File: config.mk
export PLATFORM = sky130hd
export DESIGN_NAME = cmp_arbiter_flat
export DESIGN_NICKNAME = d
export VERILOG_FILES = /design/src/rtl/cmp_arb_pkg.sv /design/src/rtl/cmp_arbiter_if.sv /design/src/rtl/signed_cmp.sv /design/src/rtl/cmp_arbiter.sv /design/src/flat_wrapper.sv
export SDC_FILE = /design/constraint.sdc
export NUM_CORES = 1
export LEC_CHECK = 0
export BUFFER_PORTS_ARGS = -buffer_cell sky130_fd_sc_hd__buf_2
export CORE_UTILIZATION = 40
export DETAILED_ROUTE_END_ITERATION = 12
export PLACE_DENSITY = 0.69
export SYNTH_ARGS = -nofsm -noshare
export SYNTH_HDL_FRONTEND = slang
export SYNTH_SLANG_ARGS = --single-unit
File: constraint.sdc
create_clock -name clk -period 1.6 [get_ports clk]
set_input_delay 0.32 -clock clk [delete_from_list [all_inputs] [get_ports clk]]
set_output_delay 0.32 -clock clk [all_outputs]
set_load 0.01 [all_outputs]
File: src/rtl/cmp_arb_pkg.sv
// Shared types and constants for the round-robin signed-compare arbiter.
package cmp_arb_pkg;

  localparam int unsigned DEF_NREQ  = 4;
  localparam int unsigned DEF_WIDTH = 4;

  // Bit positions inside the registered result flag vector
  localparam int unsigned FLAG_GT = 0;
  localparam int unsigned FLAG_EQ = 1;
  localparam int unsigned FLAG_LT = 2;
  localparam int unsigned FLAG_W  = 3;

  typedef enum logic [1:0] {
    IDLE    = 2'd0,
    COMPARE = 2'd1,
    RESPOND = 2'd2
  } state_t;

endpackage

File: src/rtl/cmp_arbiter_if.sv
// Requester-side bus of cmp_arbiter; CMP_ARB_STATS_EN adds op_count/last_id.
interface cmp_arbiter_if import cmp_arb_pkg::*; #(
  parameter int unsigned NREQ  = DEF_NREQ,
  parameter int unsigned WIDTH = DEF_WIDTH
) ();

  logic [NREQ-1:0]       req;
  logic [NREQ*WIDTH-1:0] a_in;
  logic [NREQ*WIDTH-1:0] b_in;
  logic [NREQ-1:0]       grant;
  logic                  busy;
  logic                  done;
  logic                  AgtB;
  logic                  AeqB;
  logic                  AltB;
`ifdef CMP_ARB_STATS_EN
  logic [15:0]               op_count;
  logic [$clog2(NREQ)-1:0]   last_id;

  modport master (output req, a_in, b_in,
                  input  grant, busy, done, AgtB, AeqB, AltB, op_count, last_id);
  modport slave  (input  req, a_in, b_in,
                  output grant, busy, done, AgtB, AeqB, AltB, op_count, last_id);
`else
  modport master (output req, a_in, b_in,
                  input  grant, busy, done, AgtB, AeqB, AltB);
  modport slave  (input  req, a_in, b_in,
                  output grant, busy, done, AgtB, AeqB, AltB);
`endif

endinterface

File: src/rtl/signed_cmp.sv
// Combinational two's-complement comparator: sign bits decide first, else unsigned compare.
module signed_cmp #(
  parameter int unsigned WIDTH = 4
) (
  input  logic [WIDTH-1:0] a,
  input  logic [WIDTH-1:0] b,
  output logic             gt,
  output logic             eq,
  output logic             lt
);

  always_comb begin
    eq = (a == b);
    gt = 1'b0;
    lt = 1'b0;
    if (a[WIDTH-1] && !b[WIDTH-1]) begin
      lt = 1'b1;
    end else if (!a[WIDTH-1] && b[WIDTH-1]) begin
      gt = 1'b1;
    end else begin
      gt = (a > b);
      lt = (a < b);
    end
  end

endmodule

File: src/rtl/cmp_arbiter.sv
// Round-robin arbiter sharing one signed comparator among NREQ requesters.
// Optional statistics outputs enabled by CMP_ARB_STATS_EN.
module cmp_arbiter import cmp_arb_pkg::*; #(
  parameter int unsigned NREQ  = DEF_NREQ,
  parameter int unsigned WIDTH = DEF_WIDTH
) (
  input logic          clk,
  input logic          rst,
  cmp_arbiter_if.slave bus
);

  localparam int unsigned PW = $clog2(NREQ);
  localparam int unsigned CW = PW + 1;

  state_t            state, state_n;
  logic [NREQ-1:0]   grant, grant_n;
  logic              busy, busy_n;
  logic              done, done_n;
  logic [FLAG_W-1:0] flags, flags_n;
  logic [WIDTH-1:0]  op_a, op_a_n;
  logic [WIDTH-1:0]  op_b, op_b_n;
  logic [PW-1:0]     ptr, ptr_n;
  logic [PW-1:0]     win, win_n;

  logic [WIDTH-1:0]  a_arr [NREQ];
  logic [WIDTH-1:0]  b_arr [NREQ];
  logic              found;
  logic [CW-1:0]     cand;
  logic [PW-1:0]     sel;
  logic              cmp_gt, cmp_eq, cmp_lt;

  for (genvar i = 0; i < NREQ; i++) begin : g_unpack
    assign a_arr[i] = bus.a_in[i*WIDTH +: WIDTH];
    assign b_arr[i] = bus.b_in[i*WIDTH +: WIDTH];
  end

  signed_cmp #(.WIDTH(WIDTH)) u_cmp (
    .a  (op_a),
    .b  (op_b),
    .gt (cmp_gt),
    .eq (cmp_eq),
    .lt (cmp_lt)
  );

  // First pending request at or after the pointer, wrapping modulo NREQ
  always_comb begin
    found = 1'b0;
    sel   = '0;
    cand  = '0;
    for (int i = 0; i < NREQ; i++) begin
      cand = CW'(ptr) + CW'(i);
      if (cand >= CW'(NREQ)) cand = cand - CW'(NREQ);
      if (!found && bus.req[cand[PW-1:0]]) begin
        found = 1'b1;
        sel   = cand[PW-1:0];
      end
    end
  end

  always_ff @(posedge clk) begin
    if (rst) begin
      state <= IDLE;
      grant <= '0;
      busy  <= 1'b0;
      done  <= 1'b0;
      flags <= '0;
      op_a  <= '0;
      op_b  <= '0;
      ptr   <= '0;
      win   <= '0;
    end else begin
      state <= state_n;
      grant <= grant_n;
      busy  <= busy_n;
      done  <= done_n;
      flags <= flags_n;
      op_a  <= op_a_n;
      op_b  <= op_b_n;
      ptr   <= ptr_n;
      win   <= win_n;
    end
  end

  always_comb begin
    state_n = state;
    grant_n = grant;
    busy_n  = busy;
    done_n  = 1'b0;
    flags_n = flags;
    op_a_n  = op_a;
    op_b_n  = op_b;
    ptr_n   = ptr;
    win_n   = win;
    case (state)
      IDLE: begin
        grant_n = '0;
        busy_n  = 1'b0;
        if (found) begin
          state_n      = COMPARE;
          grant_n[sel] = 1'b1;
          busy_n       = 1'b1;
          op_a_n       = a_arr[sel];
          op_b_n       = b_arr[sel];
          win_n        = sel;
        end
      end
      COMPARE: begin
        flags_n          = '0;
        flags_n[FLAG_GT] = cmp_gt;
        flags_n[FLAG_EQ] = cmp_eq;
        flags_n[FLAG_LT] = cmp_lt;
        done_n           = 1'b1;
        state_n          = RESPOND;
      end
      RESPOND: begin
        state_n = IDLE;
        grant_n = '0;
        busy_n  = 1'b0;
        ptr_n   = (win == PW'(NREQ - 1)) ? '0 : win + PW'(1);
      end
      default: begin
        state_n = IDLE;
        grant_n = '0;
        busy_n  = 1'b0;
      end
    endcase
  end

  assign bus.grant = grant;
  assign bus.busy  = busy;
  assign bus.done  = done;
  assign bus.AgtB  = flags[FLAG_GT];
  assign bus.AeqB  = flags[FLAG_EQ];
  assign bus.AltB  = flags[FLAG_LT];

`ifdef CMP_ARB_STATS_EN
  logic [15:0]   op_count;
  logic [PW-1:0] last_id;

  // Counts results as their done pulse is launched; saturates
  always_ff @(posedge clk) begin
    if (rst) begin
      op_count <= '0;
      last_id  <= '0;
    end else if (done_n) begin
      if (op_count != 16'hFFFF) op_count <= op_count + 16'd1;
      last_id <= win;
    end
  end

  assign bus.op_count = op_count;
  assign bus.last_id  = last_id;
`endif

endmodule

File: src/flat_wrapper.sv
// flat-port wrapper written by rule: the top's interface ports become plain ports
module cmp_arbiter_flat import cmp_arb_pkg::*;
#(
  parameter int unsigned NREQ  = DEF_NREQ,
  parameter int unsigned WIDTH = DEF_WIDTH
)
  (clk, rst, bus_req, bus_a_in, bus_b_in, bus_grant, bus_busy, bus_done, bus_AgtB, bus_AeqB, bus_AltB);
  cmp_arbiter_if #(.NREQ(NREQ), .WIDTH(WIDTH)) bus_i ();
  input logic clk;
  input logic rst;
  input wire logic [$bits(bus_i.req)-1:0] bus_req;
  input wire logic [$bits(bus_i.a_in)-1:0] bus_a_in;
  input wire logic [$bits(bus_i.b_in)-1:0] bus_b_in;
  output wire logic [$bits(bus_i.grant)-1:0] bus_grant;
  output wire logic [$bits(bus_i.busy)-1:0] bus_busy;
  output wire logic [$bits(bus_i.done)-1:0] bus_done;
  output wire logic [$bits(bus_i.AgtB)-1:0] bus_AgtB;
  output wire logic [$bits(bus_i.AeqB)-1:0] bus_AeqB;
  output wire logic [$bits(bus_i.AltB)-1:0] bus_AltB;
  assign bus_i.req = bus_req;
  assign bus_i.a_in = bus_a_in;
  assign bus_i.b_in = bus_b_in;
  assign bus_grant = bus_i.grant;
  assign bus_busy = bus_i.busy;
  assign bus_done = bus_i.done;
  assign bus_AgtB = bus_i.AgtB;
  assign bus_AeqB = bus_i.AeqB;
  assign bus_AltB = bus_i.AltB;
  cmp_arbiter #(.NREQ(NREQ), .WIDTH(WIDTH)) u_core (.clk(clk), .rst(rst), .bus(bus_i));
endmodule
==> After elaboration in Yosys (flattened, before gate mapping) <==
Index checks and enable logic that the tools add are counted.
{ "totals": {"word_cells": 89, "inputBits": 38, "regBits": 23, "out_inout_bits": 9} }
{ "classes": {"n_bitwise": 1, "n_reduce_logical": 13, "eq_ne": 5, "n_addsub": 8, "magnitude_cmp": 13, "muxes": 40} }
{ "ops": {"columns": ["op", "n"], "rows": [
  ["2-bit two-way mux", 10],
  ["4-bit two-way mux", 5],
  ["4-bit binary-select mux with 2-bit select", 2],
  ["2-bit by 3-bit less-than comparator with 1-bit output, second input constant", 5],
  ["1-bit two-way mux", 15],
  ["3-bit >= comparator, second input constant", 4],
  ["1-bit binary-select mux with 2-bit select", 4],
  ["4-bit case mux with 2 select lines", 1],
  ["2-bit by 1-bit subtractor with 2-bit output, second input constant", 4],
  ["2-bit by 2-bit adder with 3-bit output, second input constant", 2],
  ["1-bit logical AND", 6],
  ["1-bit zero test", 5],
  ["2-bit == test, second input constant", 2],
  ["4-bit == test", 1],
  ["4-bit > comparator", 1],
  ["4-bit less-than comparator", 1],
  ["2-bit case mux with 2 select lines", 1],
  ["2-bit by 1-bit adder with 3-bit output, second input constant", 1],
  ["2-bit by 3-bit >= comparator with 1-bit output, second input constant", 1],
  ["2-bit NOT with 3-bit output", 1],
  ["2-bit by 1-bit adder with 2-bit output, second input constant", 1],
  ["1-bit demux with 2-bit select", 1],
  ["2-bit by 1-bit == test with 1-bit output, second input constant", 1],
  ["2-bit by 1-bit >= comparator with 1-bit output, second input constant", 1],
  ["4 further kinds", 4]
]} }

==> Depth between registers and ports, before layout <==
{ "depth": {"ltp_word": 20, "ltp_mapped": 7} }

==> Hierarchy <==
From an unflattened synthesis, not the netlist that was laid out.
{ "hier_totals": {"cells_unflattened": 131, "area_unflattened_um2": 1271.2} }
{ "modules_own_cells": {"columns": ["module", "area_per_inst_um2", "n_inst", "seq_area_each_um2", "cells_each"], "rows": [
  ["cmp_arbiter", 1139.8, 1, 460.4, 112],
  ["signed_cmp", 131.4, 1, 0.0, 19]
]} }

==> Worst setup path before layout <==
Ideal clock, no wire load.
{ "synth_timing": {"path_type": "reg2reg", "startpoint": "register u_core.ptr[1]", "endpoint": "register u_core.op_a[0]", "t_arrival_ns": 1.427, "stages_incl_launch_ff": 8, "slack_ns": 0.087, "path_buffers": 2, "path_cell_list": "dfxtp_1 -> mux2i_1 -> o2bb2ai_1 -> or2_1 -> buf_6 -> buf_12 -> mux2i_1 -> a211oi_1"} }
{ "synth_between": {"elab_chain_len": 18, "word_cells_on_any_way": 42, "classes_between": "add/sub: 7; order compare: 4; mux: 23; bitwise: 1; reduce/logical: 7"} }
{ "synth_rtl": {"columns": ["item", "line", "text"], "rows": [
  ["from (decl)", "cmp_arbiter.sv:22", "logic [PW-1:0] ptr, ptr_n;"],
  ["from (signal assigned)", "cmp_arbiter.sv:79", "ptr <= ptr_n;"],
  ["branches (longest 18 deep; another with 2-bit by 1-bit adder with 3-bit output)", null, null],
  ["to (signal assigned)", "cmp_arbiter.sv:77", "op_a <= op_a_n;"],
  ["to (decl)", "cmp_arbiter.sv:20", "logic [WIDTH-1:0] op_a, op_a_n;"]
]} }
Several ways; the timed one is not identified. The select of a mux whose other input is x is not followed.
A chain may end at the register's enable or synchronous reset.

==> Worst setup path after layout <==
{ "layout_timing": {"startpoint": "register u_core.ptr[1]", "endpoint": "register u_core.op_b[2]"} }
{ "layout_between": {"elab_chain_len": 18, "word_cells_on_any_way": 42, "classes_between": "add/sub: 7; order compare: 4; mux: 23; bitwise: 1; reduce/logical: 7"} }
{ "layout_rtl": {"columns": ["item", "line", "text"], "rows": [
  ["branches (longest 18 deep; another with 2-bit by 1-bit adder with 3-bit output)", null, null],
  ["to (signal assigned)", "cmp_arbiter.sv:78", "op_b <= op_b_n;"],
  ["to (decl)", "cmp_arbiter.sv:21", "logic [WIDTH-1:0] op_b, op_b_n;"]
]} }
Several ways; the timed one is not identified. The select of a mux whose other input is x is not followed.

==> flow_metrics.tcl <==
set metrics [dict create \
    status "finished, violations left" \
    violations "setup timing" \
    antenna_found_initial 0 \
    port_buffers 46 \
    dp_hpwl_microns 2360 \
    rrSetupSlack_ns -0.02 \
    worstSetupPathType "reg -> reg" \
    synth_ff_type "dfxtp_1" \
    fin_cells 254 \
    syn_avg_cell_area_sq_um 8.92 \
    async_flop_share 0 \
    grt_pass1_wl_microns 4980 \
    std_cell_rows 20 \
    clock_sinks 23 \
    cts_tree "done" \
    synth_nets 193 \
    cts_buffers 3 \
    ys_seq_area_frac 0.347 \
    clkLatencyLatePin_ns 0.32 \
    synth_edf_count 0 \
    die_w_microns 59.6 \
    period_needed_ns 1.62 \
    pre_cts_slack_ns -0.101 \
    power_density_mw_per_mm2 799 \
    syn_to_final_growth_pct 39.2 \
    ys_warn_count 0 \
    start_util 0.428 \
    crit_fanout 4 \
    slew_violations 0 \
    fmax_ghz 0.619 \
    tightestPinTransition_ns 0.362 \
    totalWireLength_microns 3220 \
    placed_area_sq_mm 0.00166 \
    grt_pass1_vias 1190 \
    detail_route.wl_per_cell_microns 12.7 \
    drive_gt1_frac 0.405 \
    min_period_over_period 1.01 \
    crit_path_start_kind "flip-flop" \
    hold_violations 0 \
    max-vdd-ir-drop_v 0.000346 \
    cts.htree.levels 1 \
    grt_overflow_total 0 \
    cts-root-buf "clkbuf_4" \
    r2r_start "u_core.ptr[1]$_SDFFE_PP0N_" \
    n_antenna_cell 0 \
    vias_per_cell 4.98 \
    grt_usage 0.188 \
    finalNetCount 255 \
    layout_common_cells "buf_2 (46), dfxtp_1 (22), inv_1 (16)" \
    drc 0 \
    ys_types 36 \
    grt_max_degree 23 \
    die_y_microns 59.6 \
    max_slew_margin 0.759 \
    setup_viol 2 \
    crit_arrival_ns 1.86 \
    fin_worst_skew_ns 0.00453 \
    end_kind "flip-flop" \
    min_from "bus_b_in[5]" \
    ant_nets 0 \
    drt_iter0_markers 25 \
    die_area_sq_mm 0.00356 \
    cp.required_ns 1.85 \
    gp_congestion 0.789 \
    num_vias 1264 \
    syn_inst 149 \
    fin_setup_tns_ns -0.0159 \
    fin_area_sq_mm 0.00185 \
    clk_path_buf_depth 2 \
    coreArea_sq_mm 0.00310 \
    rsz0062_at_grt "yes" \
    hold_end "u_core.op_b[1]$_SDFFE_PP0P_" \
    pin_count 47 \
    hold_class "in -> reg" \
    p_leak_uw 0.000960 \
    clk_pin_slew_worst_paths_ns 0.13 \
    ys_ff_latch 23 \
    hold_depth 3 \
    r2r_cells 6 \
    final_common_cell "buf_2" \
    reg2reg_to "u_core.op_b[2]$_SDFFE_PP0P_" \
    cts_hold_buffers 0 \
    netlist_area_sq_mm 0.00133 \
    drt_pass1_iterations 4 \
    placed_cells 244 \
    maxCapViolCount 0 \
    fin_ws_ns -0.0151 \
]
per-layer routing:
layer  routed length [microns]  GRT usage
met2                      1640      0.345
met4                        57     0.0698
met5                         0          0
met1                      1380      0.214
met3                       142     0.0371
worst max-delay path, cell delays in order (launching register included):
cell and delay [ns]:
dfxtp_4 0.38, mux2i_1 0.20, o2bb2ai_1 0.12, or2_4 0.31, clkbuf_16 0.17, o211a_1 0.23
a211oi_2 0.13
report_power, final:
group | switching [uW] | internal, uW | total (uW)
combinational | 262 | 275 | 538
sequential | 34.6 | 631 | 666
clock | 178 | 95.6 | 274
total | 475 | 1000 | 1480
cell usage after synthesis (3+ instances only):
library cell | n | area (sq um)
dfxtp_1 | 23 | 460
inv_1 | 16 | 60.1
nor2_1 | 13 | 48.8
mux2i_1 | 10 | 100
o21ai_0 | 9 | 45.0
a211oi_1 | 8 | 60.1
a21o_1 | 7 | 52.6
a21oi_1 | 7 | 35.0
o211a_1 | 7 | 70.1
ha_1 | 6 | 75.1
nand2b_1 | 4 | 25.0
o21bai_1 | 4 | 30.0
a22oi_1 | 3 | 22.5
clkbuf_1 | 3 | 11.3
nand2_1 | 3 | 11.3
registers in the layout, summed over array words and instances (netlist names):
name              cells
u_core.bus.busy       1
u_core.bus.done       1
u_core.bus.grant      4
u_core.flags          3
u_core.op_a           4
u_core.op_b           4
u_core.ptr            2
u_core.state          2
u_core.win            2
repair_timing:
item / CTS / global route
pin swaps: 9 / 15
endpoints found under the setup margin: 8 / 11
gates resized for setup: 11 / 4
setup buffers: 1 / 3
gates cloned: 1 / 1
kinds of logic (layout without fill, tap and decap cells):
family	after synthesis	count (layout)	synth area share
and+or+nand+nor	35	35	0.141
buffers and inverters	23	84	0.0847
muxes	10	10	0.0753
AOI/OAI and AO/OA	52	52	0.296
DFF	23	23	0.347
adders and majority gates	6	6	0.0565
per-stage QoR:
step / total power, uW / hold slack (ns) / utilization
after CTS: 1440 / 0.322 / 0.571
after floorplan: 964 / 0.416 / -
after global routing: 1570 / 0.335 / 0.596
final: 1480 / 0.342 / 0.596
after global placement: 1110 / 0.432 / 0.536
after detailed placement: 1120 / 0.451 / 0.536
how the worst max path moves through the flow:
stage	start	endpoint	slack, ns	depth (start not counted)
3_5_place_dp	bus_req[0]	u_core.op_a[3]$_SDFFE_PP0P_	-0.10	7
5_1_grt	u_core.ptr[1]$_SDFFE_PP0N_	u_core.op_b[2]$_SDFFE_PP0P_	-0.08	6
4_1_cts	u_core.ptr[1]$_SDFFE_PP0N_	u_core.op_b[2]$_SDFFE_PP0P_	-0.02	6
2_1_floorplan	u_core.ptr[1]$_SDFFE_PP0N_	u_core.op_a[0]$_SDFFE_PP0P_	0.09	7
6_report	u_core.ptr[1]$_SDFFE_PP0N_	u_core.op_b[2]$_SDFFE_PP0P_	-0.02	6
3_3_place_gp	bus_req[0]	u_core.op_a[3]$_SDFFE_PP0P_	-0.06	7
final cells by class:
class / count / area, sq um
multi-input combinational: 103 / 812
inverter: 16 / 60.1
clock buffer: 3 / 22.5
sequential: 23 / 464
tap: 44 / 55.1
timing repair buffer: 64 / 428
clock inverter: 1 / 7.51
fill: 298 / 1250
Note: power is estimated with default switching activity, not from simulation.
